==> src/rtl/muldiv_pkg.sv <==
// Shared definitions for the iterative RV32M multiply/divide unit:
// funct3 op codes, FSM state encoding and small decode helpers.
package muldiv_pkg;

  localparam logic [2:0] MD_MUL    = 3'b000;
  localparam logic [2:0] MD_MULH   = 3'b001;
  localparam logic [2:0] MD_MULHSU = 3'b010;
  localparam logic [2:0] MD_MULHU  = 3'b011;
  localparam logic [2:0] MD_DIV    = 3'b100;
  localparam logic [2:0] MD_DIVU   = 3'b101;
  localparam logic [2:0] MD_REM    = 3'b110;
  localparam logic [2:0] MD_REMU   = 3'b111;

  typedef enum logic [1:0] {
    MD_IDLE = 2'd0,
    MD_CALC = 2'd1,
    MD_DONE = 2'd2
  } md_state_e;

  // funct3[2] splits the divide group from the multiply group
  function automatic logic op_is_div(input logic [2:0] op);
    return op[2];
  endfunction

  // rs1 is taken as signed for MULH, MULHSU, DIV and REM
  function automatic logic op_rs1_signed(input logic [2:0] op);
    return (op == MD_MULH) || (op == MD_MULHSU) || (op == MD_DIV) || (op == MD_REM);
  endfunction

  // rs2 is taken as signed for MULH, DIV and REM
  function automatic logic op_rs2_signed(input logic [2:0] op);
    return (op == MD_MULH) || (op == MD_DIV) || (op == MD_REM);
  endfunction

endpackage

==> src/rtl/muldiv_unit.sv <==
// Iterative radix-2 multiply / restoring divide unit for the M extension.
// One bit per cycle over a shared XLEN+1 adder and a 2*XLEN shift register.
module muldiv_unit
  import muldiv_pkg::*;
#(
  parameter int unsigned XLEN = 32
) (
  input  logic            I_clk,
  input  logic            I_rst,
  input  logic            I_valid,
  output logic            O_ready,
  input  logic [2:0]      I_op,
  input  logic [XLEN-1:0] I_data1,
  input  logic [XLEN-1:0] I_data2,
  input  logic            I_kill,
  output logic            O_valid,
  output logic [XLEN-1:0] O_data
);

  localparam int unsigned CW = $clog2(XLEN + 1);
  localparam int unsigned PW = 2 * XLEN;

  md_state_e       state, state_nxt;
  logic [2:0]      op_q, op_nxt;
  logic            neg_q, neg_nxt;
  logic [CW-1:0]   count, count_nxt;
  logic [XLEN-1:0] hi, hi_nxt;
  logic [XLEN-1:0] lo, lo_nxt;
  logic [XLEN-1:0] opb, opb_nxt;
  logic            valid_nxt;
  logic [XLEN-1:0] data_nxt;

  // Accept-time decode of the incoming request
  logic            neg1, neg2, sign_in, div0, ovf;
  logic [XLEN-1:0] abs1, abs2, fast_res;

  always_comb begin
    neg1    = op_rs1_signed(I_op) & I_data1[XLEN-1];
    neg2    = op_rs2_signed(I_op) & I_data2[XLEN-1];
    abs1    = neg1 ? XLEN'(~I_data1 + XLEN'(1)) : I_data1;
    abs2    = neg2 ? XLEN'(~I_data2 + XLEN'(1)) : I_data2;
    sign_in = (I_op == MD_REM) ? neg1 : (neg1 ^ neg2);
    div0    = op_is_div(I_op) && (I_data2 == '0);
    ovf     = ((I_op == MD_DIV) || (I_op == MD_REM)) &&
              (I_data1 == {1'b1, {(XLEN-1){1'b0}}}) && (I_data2 == '1);
    if (div0) fast_res = I_op[1] ? I_data1 : '1;
    else      fast_res = I_op[1] ? '0 : I_data1;
  end

  // One iteration of the shared shift/add-subtract datapath
  logic            is_div;
  logic [XLEN:0]   add_a, add_b, sum, part;
  logic            qbit;
  logic [XLEN-1:0] step_hi, step_lo;

  always_comb begin
    is_div = op_is_div(op_q);
    add_a  = is_div ? {hi, lo[XLEN-1]} : {1'b0, hi};
    add_b  = is_div ? ~{1'b0, opb} : {1'b0, opb};
    sum    = (XLEN+1)'(add_a + add_b + (XLEN+1)'(is_div));
    part   = lo[0] ? sum : {1'b0, hi};
    qbit   = ~sum[XLEN];
    if (is_div) begin
      step_hi = qbit ? sum[XLEN-1:0] : add_a[XLEN-1:0];
      step_lo = {lo[XLEN-2:0], qbit};
    end else begin
      step_hi = part[XLEN:1];
      step_lo = {part[0], lo[XLEN-1:1]};
    end
  end

  // Sign correction and result selection on the final iteration
  logic [PW-1:0]   prod, prod_c;
  logic [XLEN-1:0] quot_c, rem_c, final_res;

  always_comb begin
    prod   = {step_hi, step_lo};
    prod_c = neg_q ? PW'(~prod + PW'(1)) : prod;
    quot_c = neg_q ? XLEN'(~step_lo + XLEN'(1)) : step_lo;
    rem_c  = neg_q ? XLEN'(~step_hi + XLEN'(1)) : step_hi;
    case (op_q)
      MD_MUL:                      final_res = prod_c[XLEN-1:0];
      MD_MULH, MD_MULHSU, MD_MULHU: final_res = prod_c[PW-1:XLEN];
      MD_DIV, MD_DIVU:             final_res = quot_c;
      default:                     final_res = rem_c;
    endcase
  end

  // Next-state and register-input logic
  always_comb begin
    state_nxt = state;
    op_nxt    = op_q;
    neg_nxt   = neg_q;
    count_nxt = count;
    hi_nxt    = hi;
    lo_nxt    = lo;
    opb_nxt   = opb;
    valid_nxt = 1'b0;
    data_nxt  = O_data;
    case (state)
      MD_IDLE: begin
        if (I_valid && !I_kill) begin
          op_nxt  = I_op;
          neg_nxt = sign_in;
          if (div0 || ovf) begin
            state_nxt = MD_DONE;
            valid_nxt = 1'b1;
            data_nxt  = fast_res;
          end else begin
            state_nxt = MD_CALC;
            count_nxt = CW'(XLEN);
            hi_nxt    = '0;
            lo_nxt    = op_is_div(I_op) ? abs1 : abs2;
            opb_nxt   = op_is_div(I_op) ? abs2 : abs1;
          end
        end
      end
      MD_CALC: begin
        if (I_kill) begin
          state_nxt = MD_IDLE;
        end else begin
          count_nxt = count - CW'(1);
          hi_nxt    = step_hi;
          lo_nxt    = step_lo;
          if (count == CW'(1)) begin
            state_nxt = MD_DONE;
            valid_nxt = 1'b1;
            data_nxt  = final_res;
          end
        end
      end
      default: state_nxt = MD_IDLE;
    endcase
  end

  always_ff @(posedge I_clk or posedge I_rst) begin
    if (I_rst) begin
      state   <= MD_IDLE;
      op_q    <= '0;
      neg_q   <= 1'b0;
      count   <= '0;
      hi      <= '0;
      lo      <= '0;
      opb     <= '0;
      O_valid <= 1'b0;
      O_data  <= '0;
    end else begin
      state   <= state_nxt;
      op_q    <= op_nxt;
      neg_q   <= neg_nxt;
      count   <= count_nxt;
      hi      <= hi_nxt;
      lo      <= lo_nxt;
      opb     <= opb_nxt;
      O_valid <= valid_nxt;
      O_data  <= data_nxt;
    end
  end

  assign O_ready = (state == MD_IDLE) && !I_rst;

endmodule

==> config.mk <==
export PLATFORM = sky130hd
export DESIGN_NAME = muldiv_unit
export DESIGN_NICKNAME = d
export VERILOG_FILES = /design/src/rtl/muldiv_pkg.sv /design/src/rtl/muldiv_unit.sv
export SDC_FILE = /design/constraint.sdc
export NUM_CORES = 1
export LEC_CHECK = 0
export CAP_MARGIN = 25
export CORE_UTILIZATION = 60
export DETAILED_ROUTE_END_ITERATION = 10
export PLACE_DENSITY_LB_ADDON = 0.15
export SLEW_MARGIN = 15
export SYNTH_ARGS = -nofsm -noshare
export SYNTH_HDL_FRONTEND = slang
export SYNTH_SLANG_ARGS = --single-unit
export TNS_END_PERCENT = 20
==> constraint.sdc <==
create_clock -name I_clk -period 23.6 [get_ports I_clk]
set_input_delay 5.9 -clock I_clk [delete_from_list [all_inputs] [get_ports I_clk]]
set_output_delay 5.9 -clock I_clk [all_outputs]
set_load 0.01 [all_outputs]
Word level (Yosys, flattened, before mapping)
Index checks and enable logic that the tools add are counted.
W data, S select, Z words.
- word-level logic and storage cells: 117
- output and inout bits: 34
- input port bits: 71
- bits in registers: 141
- muxes and demuxes: 45
- add/sub/neg operators: 8
- eq/ne operators: 19
- bitwise operators: 11
- reductions and logical operators: 25
- operators by type and width (operator ; number):
    $mux W32 ; 22
    $pmux W32 S2 ; 3
    $add A32 B1 Y32 const B ; 4
    $not A32 Y32 ; 4
    $mux W33 ; 3
    $pmux W32 S3 ; 1
    $add A64 B1 Y64 const B ; 1
    $eq A32 B32 Y1 const B ; 2
    $mux W64 ; 1
    $not A64 Y64 ; 1
    $add A33 B1 Y33 ; 1
    $add A33 B33 Y33 ; 1
    $not A32 Y33 ; 1
    $logic_not A32 Y1 ; 1
    $mux W6 ; 3
    $eq A3 B3 Y1 const B ; 4
    $pmux W6 S2 ; 1
    $ne A2 B2 Y1 const B ; 5
    $eq A3 B2 Y1 const B ; 3
    $mux W2 ; 4
    $logic_or A1 B1 Y1 ; 7
    $eq A3 B1 Y1 const B ; 2
    $eq A6 B1 Y1 const B ; 1
    $sub A6 B1 Y6 const B ; 1
    other kinds (19) ; 31

Longest topological paths before layout
- depth in word-level cells: 13
- depth in mapped cells: 39
- gate-level depth less buffers: 25

Least setup slack after synthesis
Ideal clock, no wire load.
- kind: in2out
- start: input I_rst
- end: output O_ready
- cell stages on the path: 1
- data required time: 17.700 ns
- data arrival time: 6.159 ns
- setup slack: 11.541 ns
- buffers on the path: 0
- cell sequence: nor3_1
- word-level cells in the longest chain between the ends: 2
- ends and longest elaborated chain (what ; line ; RTL):
    start, declared ; muldiv_unit.sv:9 ; input logic I_rst,
    $logic_not A1 Y1 ; muldiv_unit.sv:160 ; assign O_ready = (state == MD_IDLE) && !I_rst;
    $logic_and A1 B1 Y1 ; muldiv_unit.sv:160 ;
    end, declared ; muldiv_unit.sv:11 ; output logic O_ready,
No other way between the ends.

Final worst setup path
Same ends and word-level chain as after synthesis.

==> results.md <==
* Status: complete, no violations
* NetSw at 1090 uW
* Top layer in use: met4
* R2R Path End: O_data[22]
* Clock Latency Late Sink at 0.44 ns
* IO Count at 105
* Final period utilization at 55.3%
* Distinct cells, synth at 98
* Setup CP Type: in2out
* Final setup viols at 0
* Worst path max stage delay at 0.58 ns
* CP Capture Type: output pin
* Syn Nets at 2215
* CTS root buf: clkbuf_16
* Maximum vdd ir drop at 0.0543 mV
* R2R setup slack at 13.57 ns
* Fill count at 2260
* Crit path from: I_rst
* CP Launch Type: input pin
* Area of the multi-input gates at 0.0112 mm2
* IO Port Bufs at 104
* Initial antenna violation count at 0
* Layout area overhead at 10.6%
* Mapped Area at 0.0155 mm2
* Pint at 937 uW
* Worst reg2reg path startpoint: op_q[2]
* Drt drc at 0
* Reg2Reg Depth at 23
* CTS tree: built
* Slew @ Worst Pin at 1.08 ns
* Die area at 0.0265 mm2
* Min cycle time layout at 13.06 ns
* CORE AREA at 0.0253 mm2
* Vias in the first global route at 15200
* Placed Cells at 2412
* Max_slew headroom at 27.4%
* YS warnings at 0
* Setup crit end: O_ready
* Row Count at 58
* Largest net degree at the start of global routing at 114
* Starting Density at 61.4%
* RSZ-0062 raised after global routing: false
* CP dominant cell by count: clkdlybuf4s50_1
* #FFs+latches synth at 141
* Max-Cap Viols at 0
* Setup TNS at 0 ns
* Final nets at 2213
* First-pass GRT wire length at 89800 um
* Share of layout cells above drive strength 1 at 6.85%
* DRT met1 WL at 23700 um
* Overall routing resource usage at 44.7%
* Post-placement setup slack at 10.55 ns
* Total number of vias at 17200
* # diodes at 0
* CP max stage cell: clkdlybuf4s50_1
* Post-synth top flop: dfrtp_1
* Total CTS buffers at 17
* WL/cell at 24.5 um
* Clk slew on worst S/H paths at 0.07 ns
* Fmax at 76.6 MHz
* Crit-path cells: clkdlybuf4s50_1 > nor3_1 > clkdlybuf4s50_1
* CTS hold repair buffers at 0
* EDFF count, synth at 0
* Final Slew Violations at 0
* Met3 WL at 6690 um
* Post-CTS Resized at 0
* Worst Skew at 0.0186 ns
* Critical Path RT at 17.70 ns
* Sequential Power Share at 19.6%
* Sink Count at 141
* Seq/Total Area, Yosys at 22.7%
* Syn_area_per_cell at 7.37 um2
* Crit path DAT at 7.16 ns
* Chip Width at 163 um
* Pleak at 0.00677 uW
* Gr ovfl total at 0
* FF/Latch Area at 0.00353 mm2
* Synth Instances at 2105
* Final setup margin at 10.54 ns
* Vias per inst at 7.02
* WL final at 60000 um
* Finished Layout Cells at 2446
* Starting DRT DRC Count at 2677
* Met2 routed WL at 26200 um
* Combinational Power Share at 67.3%
* First-pass iteration count of the detailed router at 7
* Die Span Y at 163 um
* GP Congestion at 1.00
* HP Class: reg2reg
* Hold Fails Final Rpt at 0
* Pwr Density at 118 mW/mm2
* DP Wirelength at 44800 um
* # H-tree levels at 4
* Sw Ratio at 53.7%
* Post-CTS setup buffers at 0
* Antenna-violating nets left at 0
* Clock Power Share at 13.1%
* Post-synth ARST share at 100%
* CP max FO at 2
* CTS Buffer Depth at 2
## worst min-delay path by stage
stage | startpoint | endpoint | slack [ns] | depth (start not counted)
floorplan | opb[10] | opb[10] | 0.47 | 2
global route | opb[23] | opb[23] | 0.52 | 2
global placement | O_data[28] | O_data[28] | 0.47 | 2
finish | opb[4] | opb[4] | 0.50 | 2
CTS | O_data[12] | O_data[12] | 0.49 | 2
detailed placement | O_data[12] | O_data[12] | 0.48 | 2
## critical path: cells and delay by family
family,cells,cell delay [ns]
buf+inv,2,1.06
simple gates,1,0.20
## cell usage in the layout, fill, tap and decap left out, types with 10 or more instances in the layout
master	instances
a211o_1	11
a211oi_1	31
a21o_1	23
a21oi_1	199
a221oi_1	10
a22o_1	23
a31oi_1	37
and2_1	18
and3_1	12
buf_4	32
clkbuf_16	17
clkdlybuf4s50_1	103
dfrtp_1	139
ha_1	38
inv_1	41
maj3_1	10
mux2_2	31
mux2i_1	41
nand2_1	263
nand2b_1	18
nand3_1	40
nand4_1	27
nor2_1	159
nor2b_1	25
nor3_1	55
nor4_1	15
o211ai_1	23
o21a_1	11
o21ai_0	211
o221ai_1	26
o22ai_1	11
o31ai_1	25
o41ai_1	14
or3_1	22
xnor2_1	82
xor2_1	86
## per-layer routing
metal  track usage (%)  up-vias
met1              60.0     8092
met2              68.2     1152
met4              22.4        0
met3              8.73      180
li1                  -     7756
met5                 0        -
## kinds of logic (layout without fill, tap and decap cells)
logic type	after synthesis	after routing	share of synthesized area [%]
multiplexers	72	72	4.90
AND/OR/NAND/NOR	705	705	21.4
flip-flops	141	141	22.7
XOR/XNOR	168	168	9.49
AO/OA/AOI/OAI	768	768	32.3
buffers and inverters	202	213	5.28
adder cells (fa/ha/maj)	49	49	3.84
## power groups by stage
stage | sequential [uW] | combinational (uW) | clock [uW]
after floorplan | 375 | 923 | 0
after global placement | 393 | 1280 | 0
after detailed placement | 397 | 1300 | 0
after CTS | 393 | 1310 | 264
after global routing | 404 | 1450 | 274
final | 397 | 1360 | 265
## final cells by class
cell class / instances / share of cell area [%]
Sequential cell: 141 / 20.6
Clock buffer: 18 / 2.50
Inverter: 43 / 0.970
Clock inverter: 14 / 0.715
Multi-Input combinational cell: 1762 / 65.2
Timing Repair Buffer: 138 / 7.59
Tap cell: 330 / 2.41
## metrics by stage
stage	power, uW	hold WS (ns)	util [%]	instance area [um2]
CTS	1970	0.494	67.8	17100
global placement	1670	0.467	65.6	16600
finish	2020	0.504	67.9	17200
global route	2130	0.523	67.9	17200
floorplan	1300	0.469	-	15500
detailed placement	1700	0.479	65.6	16600
## sequential cells by signal (all words and copies together) (netlist names)
signal / flops
opb: 32
neg_q: 1
count: 6
op_q: 3
O_data: 32
state: 2
hi: 32
lo: 32
O_valid: 1
## cell usage after synthesis, types with 10 or more instances
cell type    n  area (um2)
ha_1        38         475
mux2i_1     41         410
a211oi_1    31         233
a22o_1      23         201
o221ai_1    26         228
nor2b_1     26         163
xor2_1      86         753
buf_2       26         130
nor3_1      55         275
o22ai_1     11        68.8
clkbuf_1   113         424
maj3_1      10         100
a21oi_1    199         996
buf_1       15        56.3
a211o_1     11        96.3
nand2b_1    18         113
or3_1       22         138
nand3_1     40         200
inv_1       42         158
a21o_1      23         173
o21a_1      11        82.6
a221oi_1    10        87.6
nor4_1      15        93.8
xnor2_1     82         718
and2_1      18         113
and3_1      12        75.1
o211ai_1    23         173
nand4_1     27         169
o41ai_1     14         123
o31ai_1     25         188
mux2_2      31         349
a31oi_1     37         231
nand2_1    265         995
nor2_1     160         601
dfrtp_1    141        3530
o21ai_0    211        1060
(Power assumes the default switching activity.)
